### src/rtl/arb_pkg.sv
// Shared definitions for the 3-requester arbitration slice: requester count,
// source index type and the priority helpers used by grant qualification.
package arb_pkg;

  localparam int NUM_REQ = 3;

  typedef logic [1:0] src_id_t;

  function automatic logic [2:0] lowest_set(input logic [2:0] v);
    logic [2:0] r;
    if (v[0]) begin
      r = 3'b001;
    end else if (v[1]) begin
      r = 3'b010;
    end else if (v[2]) begin
      r = 3'b100;
    end else begin
      r = 3'b000;
    end
    return r;
  endfunction

  function automatic src_id_t onehot_idx(input logic [2:0] oh);
    src_id_t r;
    case (oh)
      3'b010:  r = 2'd1;
      3'b100:  r = 2'd2;
      default: r = 2'd0;
    endcase
    return r;
  endfunction

  function automatic logic multi_hot(input logic [2:0] v);
    return |(v & (v - 3'd1));
  endfunction

endpackage

### src/rtl/req_sync_fifo.sv
// Single-clock FIFO with a combinational head; push is refused when full and
// pop is refused when empty, so callers may drive raw requests.
module req_sync_fifo #(
  parameter int DW    = 8,
  parameter int DEPTH = 4
) (
  input  logic          clk,
  input  logic          rst,
  input  logic          push,
  input  logic          pop,
  input  logic [DW-1:0] wdata,
  output logic [DW-1:0] rdata,
  output logic          full,
  output logic          empty
);

  localparam int PW = $clog2(DEPTH);
  localparam int CW = PW + 1;

  logic [DW-1:0] mem_r [DEPTH];
  logic [PW-1:0] wr_ptr_r;
  logic [PW-1:0] rd_ptr_r;
  logic [CW-1:0] count_r;
  logic          do_push_s;
  logic          do_pop_s;

  assign full      = (count_r == CW'(DEPTH));
  assign empty     = (count_r == {CW{1'b0}});
  assign do_push_s = push & ~full;
  assign do_pop_s  = pop & ~empty;
  assign rdata     = mem_r[rd_ptr_r];

  // storage array, written only on an accepted push
  always_ff @(posedge clk) begin
    if (do_push_s) begin
      mem_r[wr_ptr_r] <= wdata;
    end
  end

  // pointers wrap naturally because DEPTH is a power of two
  always_ff @(posedge clk or negedge rst) begin
    if (!rst) begin
      wr_ptr_r <= {PW{1'b0}};
      rd_ptr_r <= {PW{1'b0}};
      count_r  <= {CW{1'b0}};
    end else begin
      if (do_push_s) begin
        wr_ptr_r <= wr_ptr_r + PW'(1);
      end
      if (do_pop_s) begin
        rd_ptr_r <= rd_ptr_r + PW'(1);
      end
      case ({do_push_s, do_pop_s})
        2'b10:   count_r <= count_r + CW'(1);
        2'b01:   count_r <= count_r - CW'(1);
        default: count_r <= count_r;
      endcase
    end
  end

endmodule

### src/rtl/req_fifo_bank.sv
// Per-requester FIFOs feeding a round-robin arbiter; the granted head is moved
// into a registered valid/ready output tagged with its source index.
module req_fifo_bank
  import arb_pkg::*;
#(
  parameter int DW    = 8,
  parameter int DEPTH = 4
) (
  input  logic                  clk,
  input  logic                  rst,
  input  logic [NUM_REQ-1:0]    in_valid,
  input  logic [NUM_REQ*DW-1:0] in_data,
  output logic [NUM_REQ-1:0]    in_ready,
  output logic [NUM_REQ-1:0]    req,
  input  logic [NUM_REQ-1:0]    grant,
  output logic                  out_valid,
  output logic [DW-1:0]         out_data,
  output logic [1:0]            out_src,
  input  logic                  out_ready,
  output logic                  err_grant
);

  logic [NUM_REQ-1:0] full_s;
  logic [NUM_REQ-1:0] empty_s;
  logic [NUM_REQ-1:0] qgrant_s;
  logic [NUM_REQ-1:0] pop_s;
  logic [DW-1:0]      head_s [NUM_REQ];
  logic [DW-1:0]      pop_data_s;
  src_id_t            pop_idx_s;
  logic               slot_free_s;
  logic               out_valid_r;
  logic [DW-1:0]      out_data_r;
  src_id_t            out_src_r;
  logic               err_grant_r;

  for (genvar g = 0; g < NUM_REQ; g++) begin : g_fifo
    req_sync_fifo #(
      .DW    (DW),
      .DEPTH (DEPTH)
    ) u_fifo (
      .clk   (clk),
      .rst   (rst),
      .push  (in_valid[g]),
      .pop   (pop_s[g]),
      .wdata (in_data[DW*g +: DW]),
      .rdata (head_s[g]),
      .full  (full_s[g]),
      .empty (empty_s[g])
    );
  end

  // requests are withheld while the output slot cannot take a beat
  assign slot_free_s = ~out_valid_r | out_ready;
  assign req         = ~empty_s & {NUM_REQ{slot_free_s}};
  assign in_ready    = ~full_s;
  assign qgrant_s    = grant & req;
  assign pop_s       = lowest_set(qgrant_s);
  assign pop_idx_s   = onehot_idx(pop_s);

  // head of the FIFO being popped
  always_comb begin
    pop_data_s = {DW{1'b0}};
    case (pop_idx_s)
      2'd0:    pop_data_s = head_s[0];
      2'd1:    pop_data_s = head_s[1];
      2'd2:    pop_data_s = head_s[2];
      default: pop_data_s = {DW{1'b0}};
    endcase
  end

  // output register: load on pop, drop valid on accept, otherwise hold
  always_ff @(posedge clk or negedge rst) begin
    if (!rst) begin
      out_valid_r <= 1'b0;
      out_data_r  <= {DW{1'b0}};
      out_src_r   <= 2'd0;
    end else if (|pop_s) begin
      out_valid_r <= 1'b1;
      out_data_r  <= pop_data_s;
      out_src_r   <= pop_idx_s;
    end else if (out_ready) begin
      out_valid_r <= 1'b0;
    end else begin
      out_valid_r <= out_valid_r;
    end
  end

  // sticky flag; a multi-hot qualified grant is a subset of a multi-hot grant
  always_ff @(posedge clk or negedge rst) begin
    if (!rst) begin
      err_grant_r <= 1'b0;
    end else if (multi_hot(grant) | multi_hot(qgrant_s)) begin
      err_grant_r <= 1'b1;
    end else begin
      err_grant_r <= err_grant_r;
    end
  end

  assign out_valid = out_valid_r;
  assign out_data  = out_data_r;
  assign out_src   = out_src_r;
  assign err_grant = err_grant_r;

endmodule

### config.mk
export PLATFORM = sky130hd
export DESIGN_NAME = req_fifo_bank
export DESIGN_NICKNAME = d
export VERILOG_FILES = /design/src/rtl/arb_pkg.sv /design/src/rtl/req_sync_fifo.sv /design/src/rtl/req_fifo_bank.sv
export SDC_FILE = /design/constraint.sdc
export NUM_CORES = 1
export LEC_CHECK = 0
export ABC_AREA = 1
export CORE_MARGIN = 4
export CORE_UTILIZATION = 50
export DETAILED_ROUTE_END_ITERATION = 6
export PLACE_DENSITY = 0.7
export SETUP_SLACK_MARGIN = 0.02
export SYNTH_ARGS = -nofsm -noshare
export SYNTH_HDL_FRONTEND = slang
export SYNTH_HIERARCHICAL = 1
export SYNTH_SLANG_ARGS = --single-unit
### constraint.sdc
create_clock -name clk -period 3.9 [get_ports clk]
set_input_delay 0.78 -clock clk [delete_from_list [all_inputs] [get_ports clk]]
set_output_delay 0.78 -clock clk [all_outputs]
set_load 0.01 [all_outputs]
# After elaboration in Yosys (flattened, before gate mapping)
# Memory sizes are Yosys's and may differ from the RTL's.
# Cells that the tools add are included.
op_classes:
  n_addsub: 14
  eq_ne: 13
  mux: 16
  bitwise: 21
  n_reduce_logical: 11
ops:
  columns: ["op", "count"]
  rows:
  - ["case mux 8 bit (3 select lines)", 1]
  - ["case mux 3 bit (2 select lines)", 3]
  - ["subtractor 3 x 1 -> 3 bit, second input constant", 5]
  - ["adder 2 x 1 -> 2 bit, second input constant", 6]
  - ["AND 3 bit", 4]
  - ["== test 3 bit, second input constant", 4]
  - ["adder 3 x 1 -> 3 bit, second input constant", 3]
  - ["zero test 3 bit", 3]
  - ["two-way mux 3 bit", 3]
  - ["OR reduction 3 bit", 3]
  - ["== test 2 x 1 -> 1 bit, second input constant", 4]
  - ["== test 2 bit, second input constant", 4]
  - ["two-way mux 1 bit", 8]
  - ["nonzero test 2 bit", 4]
  - ["inverter 1 bit", 7]
  - ["AND 1 bit", 6]
  - ["inverter 3 bit", 2]
  - ["case mux 2 bit (2 select lines)", 1]
  - ["== test 3 x 2 -> 1 bit, second input constant", 1]
  - ["zero test 2 bit", 1]
  - ["bitwise OR 1 bit", 2]
word_totals:
  reg_bits: 33
  mem_bits_rw: 96
  input_bits: 33
  output_inout_bits: 18
  wordCells: 91
  n_memories: 3
memory_table:
  columns: ["name", "depth", "width", "read_ports", "rd_ports_with_merged_regs", "wr", "line", "rtl"]
  rows:
  - ["g_fifo[0].u_fifo.mem_r", 4, 8, 1, 0, 1, "req_sync_fifo.sv:20", "logic [DW-1:0] mem_r [DEPTH];"]
  - ["g_fifo[1].u_fifo.mem_r", 4, 8, 1, 0, 1, "req_sync_fifo.sv:20", null]
  - ["g_fifo[2].u_fifo.mem_r", 4, 8, 1, 0, 1, "req_sync_fifo.sv:20", null]

# Depth between registers and ports, before layout
# Gate-level depths: netlist of run 1.
depth:
  word_depth: 11
  mapped_depth: 19
  mapped_depth_nobuf: 19

# Hierarchy
# The synthesis of run 1 kept the hierarchy.
by_module_without_submodules:
  columns: ["mod", "instances", "cells_per_inst", "area_each_um2", "seq_area_each_um2"]
  rows:
  - ["req_sync_fifo", 3, 154, 1751.7, 1136.1]
  - ["req_fifo_bank", 1, 113, 857.1, 300.3]

# Worst setup path before layout of run 1
# No wires, ideal clock.
synth_path:
  path_type: "input to register"
  start: "in out_ready"
  end: "reg g_fifo[2].u_fifo.count_r[2]"
  setup_time_ns: 0.117
  arrival_ns: 2.333
  slack_ns: 1.450
  stages: 16
  cell_sequence: "inv_2 > nand2_4 > nand2_4 > nor2_8 > nor2_2 > nand2_8 > inv_1 > nand2_1 > inv_1 > ha_1 > inv_1 > fa_1 > nand2_1 > nand3_1 > nand2_1 > nand2_1"
synth_between:
  elab_chain_cells: 9
  elab_cells_between_ends: 11
  classes_between: "eq/ne: 2; mux: 4; bitwise: 4; reduce/logical: 1"
synth_lines:
  columns: ["item", "line", "rtl"]
  rows:
  - ["from (decl)", "req_fifo_bank.sv:19", "input logic out_ready,"]
  - ["bitwise OR 1 bit (*)", "req_fifo_bank.sv:53", "assign slot_free_s = ~out_valid_r | out_ready;"]
  - ["AND 3 bit (*)", "req_fifo_bank.sv:54", "assign req = ~empty_s & {NUM_REQ{slot_free_s}};"]
  - ["AND 3 bit (*)", "req_fifo_bank.sv:56", "assign qgrant_s = grant & req;"]
  - ["two-way mux 3 bit", "arb_pkg.sv:15", "end else if (v[2]) begin"]
  - ["two-way mux 3 bit", "arb_pkg.sv:13", "end else if (v[1]) begin"]
  - ["two-way mux 3 bit (*)", "arb_pkg.sv:11", "if (v[0]) begin"]
  - ["via pop_s[2]", "req_fifo_bank.sv:26", "logic [NUM_REQ-1:0] pop_s;"]
  - ["AND 1 bit (*)", "req_sync_fifo.sv:30", "assign do_pop_s = pop & ~empty;"]
  - ["via g_fifo[2].u_fifo.do_pop_s", "req_sync_fifo.sv:25", "logic do_pop_s;"]
  - ["== test 2 x 1 -> 1 bit / == test 2 bit (equally long branches)", "req_sync_fifo.sv:53", "case ({do_push_s, do_pop_s})"]
  - ["case mux 3 bit (2 select lines) / nonzero test 2 bit (equally long branches)", null, null]
  - ["to (signal assigned)", "req_sync_fifo.sv:54", "2'b10: count_r <= count_r + CW'(1);"]
  - ["to (signal assigned)", "req_sync_fifo.sv:55", "2'b01: count_r <= count_r - CW'(1);"]
  - ["to (signal assigned)", "req_sync_fifo.sv:56", "default: count_r <= count_r;"]
  - ["to (decl)", "req_sync_fifo.sv:23", "logic [CW-1:0] count_r;"]
# Mark *: on every way through the listed nets, which the timed path passes. The rest lies on a longest branch.
# A chain may end at the register's enable or synchronous reset.

# Worst setup path after layout of run 1
layout_path:
  start: "in out_ready"
  end: "out req[1]"
layout_between:
  elab_chain_cells: 2
layout_lines:
  columns: ["item", "line", "rtl"]
  rows:
  - ["bitwise OR 1 bit", "req_fifo_bank.sv:53", null]
  - ["AND 3 bit", "req_fifo_bank.sv:54", null]
  - ["to (decl)", "req_fifo_bank.sv:14", "output logic [NUM_REQ-1:0] req,"]
# No other way between the ends.

==> results of run 1 <==
## cell type report
type / instances / area, sq um / area share (%)
clock inverters: 11 / 139 / 1.92
well taps: 147 / 184 / 2.55
inverters: 125 / 469 / 6.50
clock buffers: 21 / 450 / 6.24
repair buffers: 50 / 495 / 6.87
flip-flops and latches: 129 / 3710 / 51.4
multi-input cells: 306 / 1770 / 24.5
## per-stage QoR
step / instance area (sq um) / std cells
2_1_floorplan: 6110 / 575
3_3_place_gp: 6630 / 757
3_5_place_dp: 6630 / 757
4_1_cts: 7220 / 789
5_1_grt: 7220 / 789
6_report: 7220 / 789
## critical path, delay by kind of cell
kind                   cells  cell delay [ns]
buffers and inverters      4             1.16
and+or+nand+nor            2             0.21
## cells in the mapped netlist, types with 5 or more instances
master,n
buf_6,9
nor3_1,8
nand3_1,31
edfxtp_1,96
dfrtp_1,33
nand2_1,128
inv_2,7
nor2_1,30
nand3_2,7
nand2_4,5
o211ai_1,48
ha_1,15
inv_1,118
a21oi_1,9
## path summary, 6_finish.rpt
kind	to	depth (start not counted)
setup / recovery	req[1]	6
hold / removal	g_fifo[1].u_fifo/wr_ptr_r[0]	1
setup reg to reg	g_fifo[2].u_fifo/count_r[2]	18
hold reg to reg	g_fifo[1].u_fifo/count_r[0]	1
max in group asynchronous	g_fifo[0].u_fifo/wr_ptr_r[0]	1
min in group clk	g_fifo[1].u_fifo/count_r[0]	1
## power breakdown
group / leakage [nW] / internal (mW) / switching [mW]
registers: 1.27 / 1.87 / 0.219
clock network: 0.277 / 1.01 / 0.551
logic: 1.63 / 0.701 / 1.24
total: 3.18 / 3.59 / 2.01
## flip-flops by register name (all words and copies together) (netlist names)
signal	count
out_data	8
g_fifo.u_fifo/mem_r	96
g_fifo.u_fifo/wr_ptr_r	6
g_fifo.u_fifo/rd_ptr_r	6
g_fifo.u_fifo/count_r	9
out_valid	1
err_grant	1
out_src	2
## logic make-up (layout without fill, tap and decap cells)
group / after synthesis / after routing / synth area share, %
buf+inv: 140 / 207 / 10.4
fa+ha+maj: 18 / 18 / 4.05
flops: 129 / 129 / 60.7
xor+xnor: 3 / 3 / 0.430
simple gates: 223 / 223 / 17.4
compound gates: 62 / 62 / 7.04
## metal layers
layer	GRT usage [%]	up-vias	routed length [microns]
li1	-	2009	-
met1	21.4	1923	5000
met2	30.0	90	5970
met3	4.74	23	514
met4	8.47	0	255
met5	0	-	0
==> run_results.csv, run 1 <==
group,metric,value,unit
cells_and_area,nNetsFinal,680,
placement,pre_cts_ws,0.709,ns
clock_network,clk_pin_slew_worst_paths,0.05,ns
detailed_routing,drc,0,
detailed_routing,ant_nets,0,
sta,setup_ws,0.974,ns
grt,antenna_found_initial,0,
floorplanning,fp.dieW,119,microns
sta,rsz0062_at_grt,"false",
clock_network,ctsHoldBuffers,0,
clock_network,root_buffer,"clkbuf_16",
pwr,power_density,775,mW/mm^2
run_status,outcome,"finished, final reports clean",
synthesis,avgSynthCellArea,10.6,sq um
synthesis,synth-edff-count,96,
worst_setup_path,arrival,2.15,ns
pwr,peakVddDrop,335,uV
detailed_routing,vias,4045,
cells_and_area,drive_above_1_share,8.88,%
cells_and_area,post-route-util,60.1,%
flow_run,drv_cap,0,
sta,slew_headroom,42.6,%
worst_setup_path,crit_path_start_kind,"input pin",
detailed_routing,drt_iter0_drc,300,
pwr,finalPower,5.59,mW
clock_network,clkSinkCount,129,
cells_and_area,fillers,969,
clock_network,cts_buffers,17,
worst_setup_path,crit_required,3.12,ns
detailed_routing,routed_via_density,5.13,
clock_network,clkLatencyLatePin,0.41,ns
floorplanning,fp.coreArea,0.0120,sq mm
grt,grt-ovfl-total,0,
placement,gp_congestion,0.813,
clock_network,cts_tree,"built",
grt,grt_max_degree,34,
worst_setup_path,r2r_start,"g_fifo[1].u_fifo/count_r[0]",
cells_and_area,synthToLayoutAreaGrowth,18.1,%
grt,grt_pass1_vias,4121,
worst_setup_path,worstSetupEndpointType,"output port",
synthesis,netlist_area,0.00611,sq mm
clock_network,cts_setup_buffers,0,
worst_setup_path,critical_path.max_fanout,6,
worst_setup_path,cpPeakStageDelay,0.55,ns
sta,fmax,342,MHz
synthesis,netlist_instances,575,
sta,final_max_slew_viol_count,0,
grt,grt_pass1_wl,19.5,mm
worst_setup_path,cp_slowest_cell,"clkdlybuf4s50_1",
floorplanning,ios,51,
worst_setup_path,cp_cell_sequence,"clkdlybuf4s50_1 -> inv_2 -> nand2_4 -> nand2_4 -> inv_1 -> clkdlybuf4s50_1",
synthesis,synth_top_area_cell,"edfxtp_1",
sta,finalSetupViolations,0,
clock_network,cts.path.max_buffers,2,
clock_network,ctsResizeCount,0,
detailed_routing,wire_per_inst,14.9,microns
worst_setup_path,r2r_slack,1.31,ns
floorplanning,die_area,0.0141,sq mm
cells_and_area,layout_common_cells,"nand2_1, inv_1, edfxtp_1",
min_path,hp-class,"input pin to asynchronous set/reset pin",
sta,finClkSkew,0.00938,ns
sta,tns,0,ns
floorplanning,start_util,50.9,%
worst_setup_path,critPathLaunch,"out_ready",
placement,dp_hpwl,8.22,mm
sta,period_minus_slack,2.93,ns
sta,worst_pin_slew,0.857,ns
synthesis,yosysSeqAreaShare,60.7,%
synthesis,synth_fp_nets,626,
floorplanning,std_cell_rows,40,
worst_setup_path,worstSetupPathType,"input pin to output port",
synthesis,yosys_warnings,6,
grt,grt_usage,17.9,%
synthesis,ys.flop_type,"edfxtp_1",
synthesis,synth_top_area_share,47.2,%
detailed_routing,routed_wl,11.7,mm
synthesis,ys_async_sr_fraction,25.6,%
sta,hold_violations,0,
pwr,leakagePower,3.18,nW
placement,port_buffers,50,
floorplanning,die_h,119,microns
cells_and_area,mostFrequentLayoutCell,"nand2_1",
cells_and_area,antenna_cells,0,
sta,timing.hold.ws,0.456,ns
sta,fin_crit_sh,75.0,%
clock_network,htreeDepth,4,
detailed_routing,dr.pass1.iters,4,
synthesis,ys_ff_latch,129,
synthesis,synth_area_leaders,"edfxtp_1, dfrtp_1, nand2_1",
synthesis,synth_cell_types,27,
Note: power is estimated with default switching activity, not from simulation.
==> inputs of run 2 (changes only) <==
- PLACE_DENSITY: 0.7 -> 0.73
- clock period: 3.9 -> 2.6 ns (I/O delays scaled with it)
==> run 2 against run 1 <==
Clock-buffer cell count shrank 4. Highest routed layer unchanged. Power increased by 57%. Sequential share of layout area is 1.7 points lower.
==> run_results.csv, run 2 (synthesis results as in run 1) <==
group,metric,value,unit
worst_setup_path,critical_path.max_fanout,4,
cells_and_area,drive_above_1_share,12.9,%
grt,grt_usage,18.4,%
detailed_routing,routed_via_density,5.11,
placement,gp_congestion,0.769,
placement,dp.cells,781,
worst_setup_path,ff2ff_path_depth,18,
detailed_routing,vias,4152,
cells_and_area,nNetsFinal,704,
grt,grt_pass1_wl,20.2,mm
min_path,hp-class,"input pin to asynchronous set/reset pin",
placement,pre_cts_ws,-0.153,ns
worst_setup_path,critPathLaunch,"out_ready",
detailed_routing,drt_iter0_drc,240,
sta,finClkSkew,0.00657,ns
pwr,p_comb_share,35.0,%
grt,grt_pass1_vias,4249,
pwr,internal_power,5.66,mW
detailed_routing,dr.pass1.iters,4,
sta,slew_headroom,48.4,%
cells_and_area,largest_reg_flops,96,
pwr,peakVddDrop,571,uV
cells_and_area,stdcell_count,813,
clock_network,cts_setup_buffers,0,
cells_and_area,mostFrequentLayoutCell,"nand2_1",
worst_setup_path,path_delay_family,"buffers and inverters",
placement,dp_hpwl,8.17,mm
worst_setup_path,r2r_slack,0.19,ns
floorplanning,die_area,0.0141,sq mm
floorplanning,std_cell_rows,40,
sta,finalSetupViolations,0,
placement,port_buffers,50,
sta,final_max_slew_viol_count,0,
detailed_routing,wire_per_inst,14.8,microns
cells_and_area,layout_common_cells,"nand2_1, inv_1, edfxtp_1",
worst_setup_path,crit_path_start_kind,"input pin",
worst_setup_path,arrival,1.98,ns
cells_and_area,synthToLayoutAreaGrowth,22.1,%
grt,antenna_found_initial,0,
floorplanning,start_util,50.9,%
floorplanning,die_h,119,microns
worst_setup_path,cpMostUsedCell,"clkdlybuf4s50_1",
grt,grt_max_degree,34,
pwr,p_sw_share,35.4,%
worst_setup_path,r2r_end,"g_fifo[2].u_fifo/count_r[2]",
cells_and_area,largest-register,"g_fifo.u_fifo/mem_r",
pwr,power_frac_seq,35.9,%
clock_network,clkSinkCount,129,
cells_and_area,stdcell_area,0.00747,sq mm
clock_network,cts_buffers,17,
run_status,outcome,"finished, final reports clean",
sta,rsz0062_at_grt,"false",
floorplanning,fp.coreArea,0.0120,sq mm
clock_network,ctsHoldBuffers,0,
clock_network,ctsResizeCount,0,
worst_setup_path,cpPeakStageDelay,0.55,ns
sta,period_minus_slack,2.50,ns
worst_setup_path,worstSetupEndpointType,"output port",
pwr,power_density,1170,mW/mm^2
pwr,leakagePower,3.34,nW
detailed_routing,ant_nets,0,
detailed_routing,drc,0,
clock_network,clkLatencyLatePin,0.41,ns
worst_setup_path,cp_slowest_cell,"clkdlybuf4s50_1",
worst_setup_path,worstSetupPathType,"input pin to output port",
worst_setup_path,r2r_start,"g_fifo[1].u_fifo/count_r[2]",
floorplanning,fp.dieW,119,microns
worst_setup_path,cp_cell_sequence,"clkdlybuf4s50_1 -> inv_2 -> nand2_4 -> buf_4 -> inv_1 -> nor2_1 -> clkdlybuf4s50_1",
sta,fin_crit_sh,96.0,%
pwr,pwr-share-clk,29.1,%
clock_network,root_buffer,"clkbuf_16",
clock_network,clk_pin_slew_worst_paths,0.06,ns
flow_run,drv_cap,0,
sta,hold_violations,0,
pwr,switching_power,3.11,mW
clock_network,cts.path.max_buffers,2,
placement,placed_area,0.00681,sq mm
clock_network,cts_tree,"built",
sta,fmax,401,MHz
grt,grt-ovfl-total,0,
detailed_routing,routed_wl,12.0,mm
sta,setup_ws,0.105,ns
worst_setup_path,worst-path-buf-inv,5,
cells_and_area,antenna_cells,0,
worst_setup_path,cp.depth,7,
floorplanning,ios,51,
clock_network,htreeDepth,4,
worst_setup_path,crit_required,2.08,ns
sta,worst_pin_slew,0.775,ns
## run 2: cell types whose count changed in the layout (fill, tap and decap cells not counted), sizes merged
cell           delta
bufinv            +2
dlymetal6s2s      +2
buf              +24
clkbuf            -4
clkdlybuf4s50     -2
clkinv            +2
## run 2: per-stage QoR
stage / hold slack, ns / setup TNS, ns / utilization, % / power, mW
CTS: 0.202 / 0 / 62.0 / 8.81
detailed placement: 0.456 / -0.384 / 56.7 / 6.21
global placement: 0.462 / -0.0532 / 56.7 / 6.07
finish: 0.175 / 0 / 62.2 / 8.77
floorplan: 0.224 / 0 / - / 5.29
global route: 0.240 / 0 / 62.2 / 9.36
## run 2: how the worst max path moves through the flow
stage	end	slack, ns
after floorplan	g_fifo[2].u_fifo/count_r[2]	0.33
after global placement	g_fifo[2].u_fifo/count_r[2]	-0.05
after detailed placement	g_fifo[2].u_fifo/count_r[2]	-0.15
after CTS	req[0]	0.06
after global routing	g_fifo[2].u_fifo/count_r[2]	0.006
final	req[2]	0.10
## run 2: power groups by stage
stage                     clock network (mW)  registers [mW]  logic [mW]
final                                   2.55            3.15        3.07
after global routing                    2.69            3.20        3.48
after CTS                               2.59            3.14        3.08
after detailed placement                   0            3.17        3.04
after global placement                     0            3.15        2.92
after floorplan                            0            3.07        2.22
## run 2: layout make-up
cell class                 count  area (sq um)
clock buffer                  17           425
clock inverter                15           216
fill                         946          4550
inverter                     125           469
multi-input combinational    306          1780
sequential                   129          3710
tap                          147           184
timing repair buffer          74           681
## run 2: routing by layer
| metal | vias up | share of wire (%) | GRT usage [%] |
|---|---|---|---|
| met2 | 104 | 50 | 30.0 |
| met4 | 0 | 2.4 | 8.18 |
| li1 | 2041 | - | - |
| met5 | - | 0 | 0 |
| met3 | 28 | 4.8 | 4.78 |
| met1 | 1979 | 42 | 23.0 |
## run 2: worst register-to-register path, cell delays in order, from the launching register on
cell and delay (ns):
dfrtp_1 0.41, inv_1 0.13, nand3_4 0.12, inv_1 0.08
inv_1 0.08, nand2_4 0.10, nor2_8 0.04, nor2_4 0.14
nand2_8 0.06, inv_1 0.08, nand2_1 0.08, inv_1 0.07
ha_1 0.15, inv_1 0.07, fa_1 0.38, nand2_1 0.11
nand3_1 0.08, nand2_1 0.06, nand2_1 0.04
